===== src/rtl/sprite_pos_ctrl_pkg.sv =====
// Shared definitions for the sprite position controller: VGA geometry,
// FSM state encoding, the button bundle type and the coordinate clamp helper.
package sprite_pos_ctrl_pkg;

  localparam int H_ACTIVE_C    = 640;
  localparam int V_ACTIVE_C    = 480;
  localparam int H_TOTAL_C     = 800;
  localparam int V_TOTAL_C     = 525;
  localparam int SPRITE_SIZE_C = 8;

  localparam logic [3:0] HOLD_MAX_C = 4'd8;

  typedef enum logic [2:0] {
    ST_IDLE,
    ST_SAMPLE,
    ST_MOVE_X,
    ST_MOVE_Y,
    ST_COMMIT
  } state_e;

  typedef struct packed {
    logic up;
    logic down;
    logic left;
    logic right;
  } btn_t;

  function automatic logic [9:0] clamp_coord(input logic signed [10:0] v,
                                             input logic signed [10:0] hi);
    logic [9:0] r;
    if (v < 11'sd0) begin
      r = '0;
    end else if (v > hi) begin
      r = hi[9:0];
    end else begin
      r = v[9:0];
    end
    return r;
  endfunction

endpackage


===== src/rtl/btn_sync.sv =====
// Two-flop synchronizer for asynchronous level inputs; output lags input by
// two clk_i edges and clears on reset.
module btn_sync #(
  parameter int W = 4
) (
  input  logic         clk_i,
  input  logic         rst_ni,
  input  logic [W-1:0] d_i,
  output logic [W-1:0] q_o
);

  logic [W-1:0] meta_q;
  logic [W-1:0] sync_q;

  always_ff @(posedge clk_i or negedge rst_ni) begin
    if (!rst_ni) begin
      meta_q <= '0;
      sync_q <= '0;
    end else begin
      meta_q <= d_i;
      sync_q <= meta_q;
    end
  end

  assign q_o = sync_q;

endmodule


===== src/rtl/sprite_pos_ctrl.sv =====
// Per-frame sprite position update: a frame_tick starts a 4-cycle update whose
// result appears together with pos_valid in COMMIT; ticks arriving while busy set overrun.
module sprite_pos_ctrl
  import sprite_pos_ctrl_pkg::*;
#(
  parameter int H_ACTIVE = H_ACTIVE_C,
  parameter int V_ACTIVE = V_ACTIVE_C,
  parameter int SPRITE_W = SPRITE_SIZE_C,
  parameter int SPRITE_H = SPRITE_SIZE_C,
  parameter int X_INIT   = 316,
  parameter int Y_INIT   = 236
) (
  input  logic       clk_i,
  input  logic       rst_ni,
  input  logic       frame_tick_i,
  input  logic       btn_up_i,
  input  logic       btn_down_i,
  input  logic       btn_left_i,
  input  logic       btn_right_i,
  input  logic [3:0] step_i,
  output logic [9:0] pos_x_o,
  output logic [9:0] pos_y_o,
  output logic       pos_valid_o,
  output logic       busy_o,
  output logic       overrun_o
);

  localparam logic signed [10:0] X_MAX = 11'(H_ACTIVE - SPRITE_W);
  localparam logic signed [10:0] Y_MAX = 11'(V_ACTIVE - SPRITE_H);

  btn_t btn_s;

  btn_sync #(.W(4)) u_btn_sync (
    .clk_i (clk_i),
    .rst_ni(rst_ni),
    .d_i   ({btn_up_i, btn_down_i, btn_left_i, btn_right_i}),
    .q_o   (btn_s)
  );

  state_e     state_q, state_d;
  btn_t       dir_q, dir_d, dir_new;
  logic [3:0] hold_q, hold_d;
  logic [4:0] eff_q, eff_d;
  logic [9:0] nx_q, nx_d;
  logic [9:0] pos_x_q, pos_x_d;
  logic [9:0] pos_y_q, pos_y_d;
  logic       overrun_q, overrun_d;
  logic       dir_same, dir_empty;

  logic signed [10:0] eff_s, delta_x, delta_y, sum_x, sum_y;

  // Opposing buttons cancel, so the latched set is the net direction per axis.
  assign dir_new.up    = btn_s.up & ~btn_s.down;
  assign dir_new.down  = btn_s.down & ~btn_s.up;
  assign dir_new.left  = btn_s.left & ~btn_s.right;
  assign dir_new.right = btn_s.right & ~btn_s.left;
  assign dir_same      = (dir_new == dir_q);
  assign dir_empty     = (dir_new == '0);

  assign eff_s   = signed'({6'b0, eff_q});
  assign delta_x = dir_q.right ? eff_s : (dir_q.left ? -eff_s : 11'sd0);
  assign delta_y = dir_q.down  ? eff_s : (dir_q.up   ? -eff_s : 11'sd0);
  assign sum_x   = signed'({1'b0, pos_x_q}) + delta_x;
  assign sum_y   = signed'({1'b0, pos_y_q}) + delta_y;

  always_ff @(posedge clk_i or negedge rst_ni) begin
    if (!rst_ni) begin
      state_q <= ST_IDLE;
    end else begin
      state_q <= state_d;
    end
  end

  always_comb begin
    state_d = state_q;
    case (state_q)
      ST_IDLE:   if (frame_tick_i) state_d = ST_SAMPLE;
      ST_SAMPLE: state_d = ST_MOVE_X;
      ST_MOVE_X: state_d = ST_MOVE_Y;
      ST_MOVE_Y: state_d = ST_COMMIT;
      ST_COMMIT: state_d = ST_IDLE;
      default:   state_d = ST_IDLE;
    endcase
  end

  always_comb begin
    dir_d     = dir_q;
    hold_d    = hold_q;
    eff_d     = eff_q;
    nx_d      = nx_q;
    pos_x_d   = pos_x_q;
    pos_y_d   = pos_y_q;
    overrun_d = overrun_q | (frame_tick_i & (state_q != ST_IDLE));
    case (state_q)
      ST_SAMPLE: begin
        dir_d = dir_new;
        if (dir_empty) begin
          hold_d = '0;
        end else if (dir_same) begin
          hold_d = (hold_q == HOLD_MAX_C) ? HOLD_MAX_C : 4'(hold_q + 4'd1);
        end else begin
          hold_d = 4'd1;
        end
        // Doubling only once eight earlier frames already held this same set.
        eff_d = (!dir_empty && dir_same && hold_q == HOLD_MAX_C) ?
                {step_i, 1'b0} : {1'b0, step_i};
      end
      ST_MOVE_X: nx_d = clamp_coord(sum_x, X_MAX);
      ST_MOVE_Y: begin
        pos_x_d = nx_q;
        pos_y_d = clamp_coord(sum_y, Y_MAX);
      end
      default: ;
    endcase
  end

  always_ff @(posedge clk_i or negedge rst_ni) begin
    if (!rst_ni) begin
      dir_q     <= '0;
      hold_q    <= '0;
      eff_q     <= '0;
      nx_q      <= 10'(X_INIT);
      pos_x_q   <= 10'(X_INIT);
      pos_y_q   <= 10'(Y_INIT);
      overrun_q <= 1'b0;
    end else begin
      dir_q     <= dir_d;
      hold_q    <= hold_d;
      eff_q     <= eff_d;
      nx_q      <= nx_d;
      pos_x_q   <= pos_x_d;
      pos_y_q   <= pos_y_d;
      overrun_q <= overrun_d;
    end
  end

  assign pos_x_o     = pos_x_q;
  assign pos_y_o     = pos_y_q;
  assign pos_valid_o = (state_q == ST_COMMIT);
  assign busy_o      = (state_q != ST_IDLE);
  assign overrun_o   = overrun_q;

endmodule


===== config.mk =====
export PLATFORM = sky130hd
export DESIGN_NAME = sprite_pos_ctrl
export DESIGN_NICKNAME = d
export VERILOG_FILES = /design/src/rtl/sprite_pos_ctrl_pkg.sv /design/src/rtl/btn_sync.sv /design/src/rtl/sprite_pos_ctrl.sv
export SDC_FILE = /design/constraint.sdc
export NUM_CORES = 1
export LEC_CHECK = 0
export ABC_CLOCK_PERIOD_IN_PS = 9750
export CAP_MARGIN = 5
export CORE_ASPECT_RATIO = 0.8
export CORE_UTILIZATION = 62
export CTS_BUF_LIST = sky130_fd_sc_hd__clkbuf_16
export DETAILED_ROUTE_END_ITERATION = 7
export PLACE_DENSITY = 0.83
export SYNTH_ARGS = -nofsm -noshare
export SYNTH_HDL_FRONTEND = slang
export SYNTH_SLANG_ARGS = --single-unit

===== constraint.sdc =====
create_clock -name clk_i -period 9.75 [get_ports clk_i]
set_input_delay 1.95 -clock clk_i [delete_from_list [all_inputs] [get_ports clk_i]]
set_output_delay 1.95 -clock clk_i [all_outputs]
set_load 0.01 [all_outputs]

**After elaboration in Yosys (flattened, before gate mapping)**

Index checks and enable logic that the tools add are counted.

- Bits in registers: 55
- Input port bits: 11
- Output and inout bits: 23
- Word-level logic and storage cells: 58

- Add/subtract/negate cells: 4
- Order comparisons: 4
- Eq/ne operators: 7
- Mux-type cells: 14
- Bitwise logic cells: 10
- Reduce and logical (&&, ||, !) cells: 6

Operators with widths:

| cell | count |
|---|---|
| $mux W11 | 4 |
| $mux W10 | 4 |
| $add A11 B11 Y11 | 2 |
| $lt A11 B1 Y1 const B | 2 |
| $mux W4 | 3 |
| $pmux W3 S4 | 1 |
| $gt A11 B10 Y1 const B | 1 |
| $gt A11 B11 Y1 const B | 1 |
| $neg A5 Y11 | 1 |
| $eq A3 B2 Y1 const B | 2 |
| $and A1 B1 Y1 | 5 |
| $mux W5 | 1 |
| $add A4 B1 Y4 const B | 1 |
| $eq A4 B4 Y1 | 1 |
| $eq A4 B4 Y1 const B | 1 |
| $logic_not A4 Y1 | 1 |
| $not A1 Y1 | 4 |
| $eq A3 B1 Y1 const B | 1 |
| $eq A3 B3 Y1 const B | 1 |
| $logic_not A3 Y1 | 1 |
| $mux W3 | 1 |
| $reduce_bool A3 Y1 | 1 |
| $logic_and A1 B1 Y1 | 2 |
| $ne A2 B2 Y1 const B | 1 |
| other kinds (2) | 2 |

**Depth between registers and ports, before layout**

- Depth after elaboration: 7
- Gate-level depth with buffers: 13
- Depth with buffers taken out: 13

**Cells and area by module**

Synthesis repeated with hierarchy kept, for this count alone.

- Cell total of the unflattened synthesis: 394
- Area total of the unflattened synthesis: 3,652.3 µm²

Modules (own cells, without submodules):

| module | times used | cells each | area an instance (µm²) | sequential area each (µm²) |
|---|---|---|---|---|
| sprite_pos_ctrl | 1 | 386 | 3,452.1 | 1,194.9 |
| btn_sync | 1 | 8 | 200.2 | 200.2 |

**Worst setup path after synthesis**

Ideal clock, no wire load.

- Path type: register to register
- Start: register eff_q[2]
- End: register pos_y_q[0] (netlist: pos_y_o[0])
- Library setup time: 121 ps
- Arrival: 2,937 ps
- Required time: 9,629 ps
- Slack: 6,692 ps
- Cell stages (with the launch flop): 12
- Buffers on the path: 1
- Period minus slack after synthesis: 3,058 ps
- Path through: dfrtp_1 clkbuf_2 nor3_1 nor3b_1 nor2_1 ha_1 a21o_1 o41ai_2 xor2_1 a2111oi_4 nor4_4 a22o_1

- Longest elaborated chain between the ends: 7
- Elaborated cells between the ends (all ways): 8
- Classes of those cells: add/sub: 2; order compare: 2; mux: 4

Ends and longest elaborated chain:

| item | RTL line | source |
|---|---|---|
| from (decl) | sprite_pos_ctrl.sv:43 | `logic [4:0] eff_q, eff_d;` |
| from (signal assigned) | sprite_pos_ctrl.sv:121 | `eff_q <= '0;` |
| from (signal assigned) | sprite_pos_ctrl.sv:129 | `eff_q <= eff_d;` |
| $neg A5 Y11 | sprite_pos_ctrl.sv:62 | `assign delta_y = dir_q.down ? eff_s : (dir_q.up ? -eff_s : 11'sd0);` |
| $mux W11 | sprite_pos_ctrl.sv:62 |  |
| $mux W11 * | sprite_pos_ctrl.sv:62 |  |
| $add A11 B11 Y11 * | sprite_pos_ctrl.sv:64 | `assign sum_y = signed'({1'b0, pos_y_q}) + delta_y;` |
| $gt A11 B10 Y1 | sprite_pos_ctrl_pkg.sv:33 | `end else if (v > hi) begin` |
| $mux W10 | sprite_pos_ctrl_pkg.sv:33 |  |
| $mux W10 * | sprite_pos_ctrl_pkg.sv:31 | `if (v < 11'sd0) begin` |
| to (signal assigned) | sprite_pos_ctrl.sv:124 | `pos_y_q <= 10'(Y_INIT);` |
| to (signal assigned) | sprite_pos_ctrl.sv:132 | `pos_y_q <= pos_y_d;` |
| to (decl) | sprite_pos_ctrl.sv:46 | `logic [9:0] pos_y_q, pos_y_d;` |

Every way passes the cells marked *; elsewhere a longest branch is shown, timed or not.
A chain may end at the register's enable or synchronous reset.

**Worst setup path in the final report**

- Start: register eff_q[2]
- End: register nx_q[1]

- Longest elaborated chain between the ends: 7
- Elaborated cells between the ends (all ways): 8
- Classes of those cells: add/sub: 2; order compare: 2; mux: 4

Ends and longest elaborated chain:

| item | RTL line | source |
|---|---|---|
| $neg A5 Y11 | sprite_pos_ctrl.sv:61 | `assign delta_x = dir_q.right ? eff_s : (dir_q.left ? -eff_s : 11'sd0);` |
| $mux W11 | sprite_pos_ctrl.sv:61 |  |
| $mux W11 * | sprite_pos_ctrl.sv:61 |  |
| $add A11 B11 Y11 * | sprite_pos_ctrl.sv:63 | `assign sum_x = signed'({1'b0, pos_x_q}) + delta_x;` |
| $gt A11 B11 Y1 | sprite_pos_ctrl_pkg.sv:33 |  |
| $mux W10 | sprite_pos_ctrl_pkg.sv:33 |  |
| $mux W10 * | sprite_pos_ctrl_pkg.sv:31 |  |
| to (signal assigned) | sprite_pos_ctrl.sv:122 | `nx_q <= 10'(X_INIT);` |
| to (signal assigned) | sprite_pos_ctrl.sv:130 | `nx_q <= nx_d;` |
| to (decl) | sprite_pos_ctrl.sv:44 | `logic [9:0] nx_q, nx_d;` |

Marks and branches as above.

==> results.toml <==
[power]
ir_worst_vdd_mv = 0.242
total_power_mw = 1.42
leakage_nw = 1.91
power_density_mw_per_mm2 = 344

[min_path]
hold_class = "reg -> reg"

[synth]
syn_inst = 377
synth_nets = 420
yosysMostFrequentCell = "nand2_1"
synth-simple-area-share_pct = 19.6
synth-adder-area-share_pct = 11.6
ys.flop_type = "dfrtp_1"
post_synth.cell_area_avg_sq_um = 9.53
synthArstFlopShare_pct = 100
ys_seq_area_share_pct = 38.8
synthMuxAreaShare_pct = 0.836
synthXorXnorAreaFrac_pct = 4.84
synthDistinctLibCells = 64
synth_commonest_cells = "65 x nand2_1, 40 x dfrtp_1, 30 x ha_1"
yosys_warnings = 0
synth.top_cell.area_share_pct = 27.9
mappedNetlistArea_sq_mm = 0.00359
synth.largest_area_cell = "dfrtp_1"
synth_edf_count = 0
synth_compound_area_share_pct = 20.8
synth_top_family_by_area = "compound AO/OA/AOI/OAI gates"
netlist_top_cells_area = "dfrtp_1 28%, dfstp_2 11%, ha_1 10%"
ys_ff_latch = 55

[final_layout]
drive_gt1_share_pct = 12.0
antenna_cells = 0
syn_to_final_growth_pct = 15.2
nets = 451
finish.utilization_pct = 74.9

[timing]
rsz0062_at_grt = "no"
final.setup_skew_ps = 6.15
fin_setup_tns_ps = 0
hold_viol_final = 0
hold_slack_ps = 353
period_needed_ps = 3630
slew_headroom_pct = 55.7
drv_slew = 0
setup_viol_count_final = 0
worst_pin_slew_ps = 664
max_freq_mhz = 275
worst_slack_ps = 6120
min_period_over_period_pct = 37.2

[global_route]
grt_max_degree = 56
grtUsageMet1_pct = 40.1
gr-usage-met3_pct = 6.38
antenna_found_initial = 0
grt-busiest-layer = "met2"
grt_overflow_total = 0
grt_pass1_vias = 2825
grt_pass1_wl_um = 13200
grt_usage_pct = 28.2
grt_use_met2_pct = 42.7

[cts]
clockRootBuffer = "clkbuf_16"
clock-sinks = 55
clkLatencyLatePin_ps = 300
post_cts_buffers = 0
cts_resized = 0
htreeDepth = 2
cts.clk_slew.worst_paths_ps = 70
tritoncts = "yes"
cts_hold_buf = 0
cts_buffer_depth = 2
cts_buffers = 5

[route]
vias = 2940
first_pass_iters = 4
vias_per_cell = 6.04
wl_um = 7640
drc = 0
drtIter0Drc = 177
ant_nets = 0
drt-wirelength-per-cell_um = 15.7

[worst_setup_path]
crit_path_end_kind = "flip-flop"
reg2reg_slack_ps = 6120
cp_max_fo = 8
criticalPathCategory = "reg -> reg"
cp_data_arrival_time_ps = 3810
crit_path_start_kind = "flip-flop"
cp.required_ps = 9930

[die]
dieArea_sq_mm = 0.00610
coreArea_sq_mm = 0.00553
row_count = 24
die_h_um = 70.1
die_x_um = 87.1
initial_core_util_pct = 65.0
num_io_pins = 34

[place]
port_buffers = 33
dp_hpwl_um = 5730
pre_cts_slack_ps = 6320
place_congestion = 0.976

[run_status]
status = "finished, final reports clean"

[flow_run]
drv_cap = 0
-- metal layers --
metal  up-vias  wire (um)
met5         -          0
met4         0        125
met3        17        403
met2       100       3390
met1      1412       3720
li1       1411          -
-- per-stage QoR --
stage / area [sq um] / instances
2_1_floorplan: 3590 / 377
3_3_place_gp: 3990 / 479
3_5_place_dp: 3990 / 479
4_1_cts: 4140 / 487
5_1_grt: 4140 / 487
6_report: 4140 / 487
-- cell type report --
type,count,area [sq um]
Clock buffer,5,125
Clock inverter,3,21.3
Fill cell,403,1390
Inverter,21,78.8
Multi-Input combinational cell,289,2070
Sequential cell,55,1400
Tap cell,78,97.6
Timing Repair Buffer,36,348
-- worst max-delay path, stage by stage (launching register included) --
cell	delay [ps]
dfrtp_1	480
nor3_1	310
nor3b_1	600
nor2_1	150
ha_1	430
a21oi_1	110
o21ai_2	230
o21ai_0	150
o21bai_1	180
xor2_1	330
o21ai_1	240
a32o_1	320
-- cell usage in the layout, fill, tap and decap left out, types with 2 or more instances in the layout --
cell             netlist  layout
or3_1                  2       2
nand4_1                4       4
nor3_1                 5       5
o221a_2                3       3
a21o_1                11      11
dfstp_2               15      15
o21ai_0               20      20
inv_1                 21      21
nand2_1               65      65
o31a_1                 2       2
nor2_1                20      20
nand2b_1               5       5
a22o_1                11      11
o21ai_1                2       2
a211oi_1               3       3
a32o_1                 4       4
a21oi_1               13      13
a21oi_2                3       3
and2_1                 3       3
ha_1                  30      30
or2_2                  2       2
clkdlybuf4s50_1        0      32
nor2b_1                3       3
clkbuf_16              0       5
o41ai_2                2       2
mux2i_1                3       3
inv_6                  0       2
nor3b_1                4       4
xnor2_1               12      12
and4_1                 2       2
o21a_1                 4       4
o2111ai_1              2       2
nand3_1                4       4
xor2_1                 6       6
buf_4                  0       3
dfrtp_1               40      40
nand3b_1               6       6
fa_1                   2       2
o22ai_1                4       4
-- power breakdown --
group | total [mW] | switching [mW] | internal (mW)
registers | 0.415 | 0.0923 | 0.323
clock network | 0.181 | 0.0849 | 0.0964
logic | 0.824 | 0.463 | 0.361
-- logic make-up after synthesis --
| logic type | count (synthesis) |
|---|---|
| compound gates | 99 |
| flops | 55 |
| mux | 3 |
| buf+inv | 33 |
| fa+ha+maj | 32 |
| xor+xnor | 19 |
| simple gates | 136 |
-- state kept, by name (all words and copies together), names as in the netlist --
| name | cells |
|---|---|
| dir_q | 4 |
| u_btn_sync.meta_q | 4 |
| u_btn_sync.q_o | 4 |
| state_q | 3 |
| nx_q | 10 |
| overrun_o | 1 |
| eff_q | 5 |
| pos_x_o | 10 |
| pos_y_o | 10 |
| hold_q | 4 |
-- worst paths after layout --
check / start / end / depth (start not counted)
max reg2reg: eff_q[2]$_DFFE_PN0P_ / nx_q[1]$_DFFE_PN0N_ / 11
min reg2reg: u_btn_sync.meta_q[2]$_DFF_PN0_ / u_btn_sync.q_o[2]$_DFF_PN0_ / 0
max: eff_q[2]$_DFFE_PN0P_ / nx_q[1]$_DFFE_PN0N_ / 11
min in group asynchronous: rst_ni / pos_y_o[1]$_DFFE_PN0P_ / 2
min: u_btn_sync.meta_q[2]$_DFF_PN0_ / u_btn_sync.q_o[2]$_DFF_PN0_ / 0
max in group asynchronous: rst_ni / eff_q[2]$_DFFE_PN0P_ / 2
Note: power is estimated with default switching activity, not from simulation.
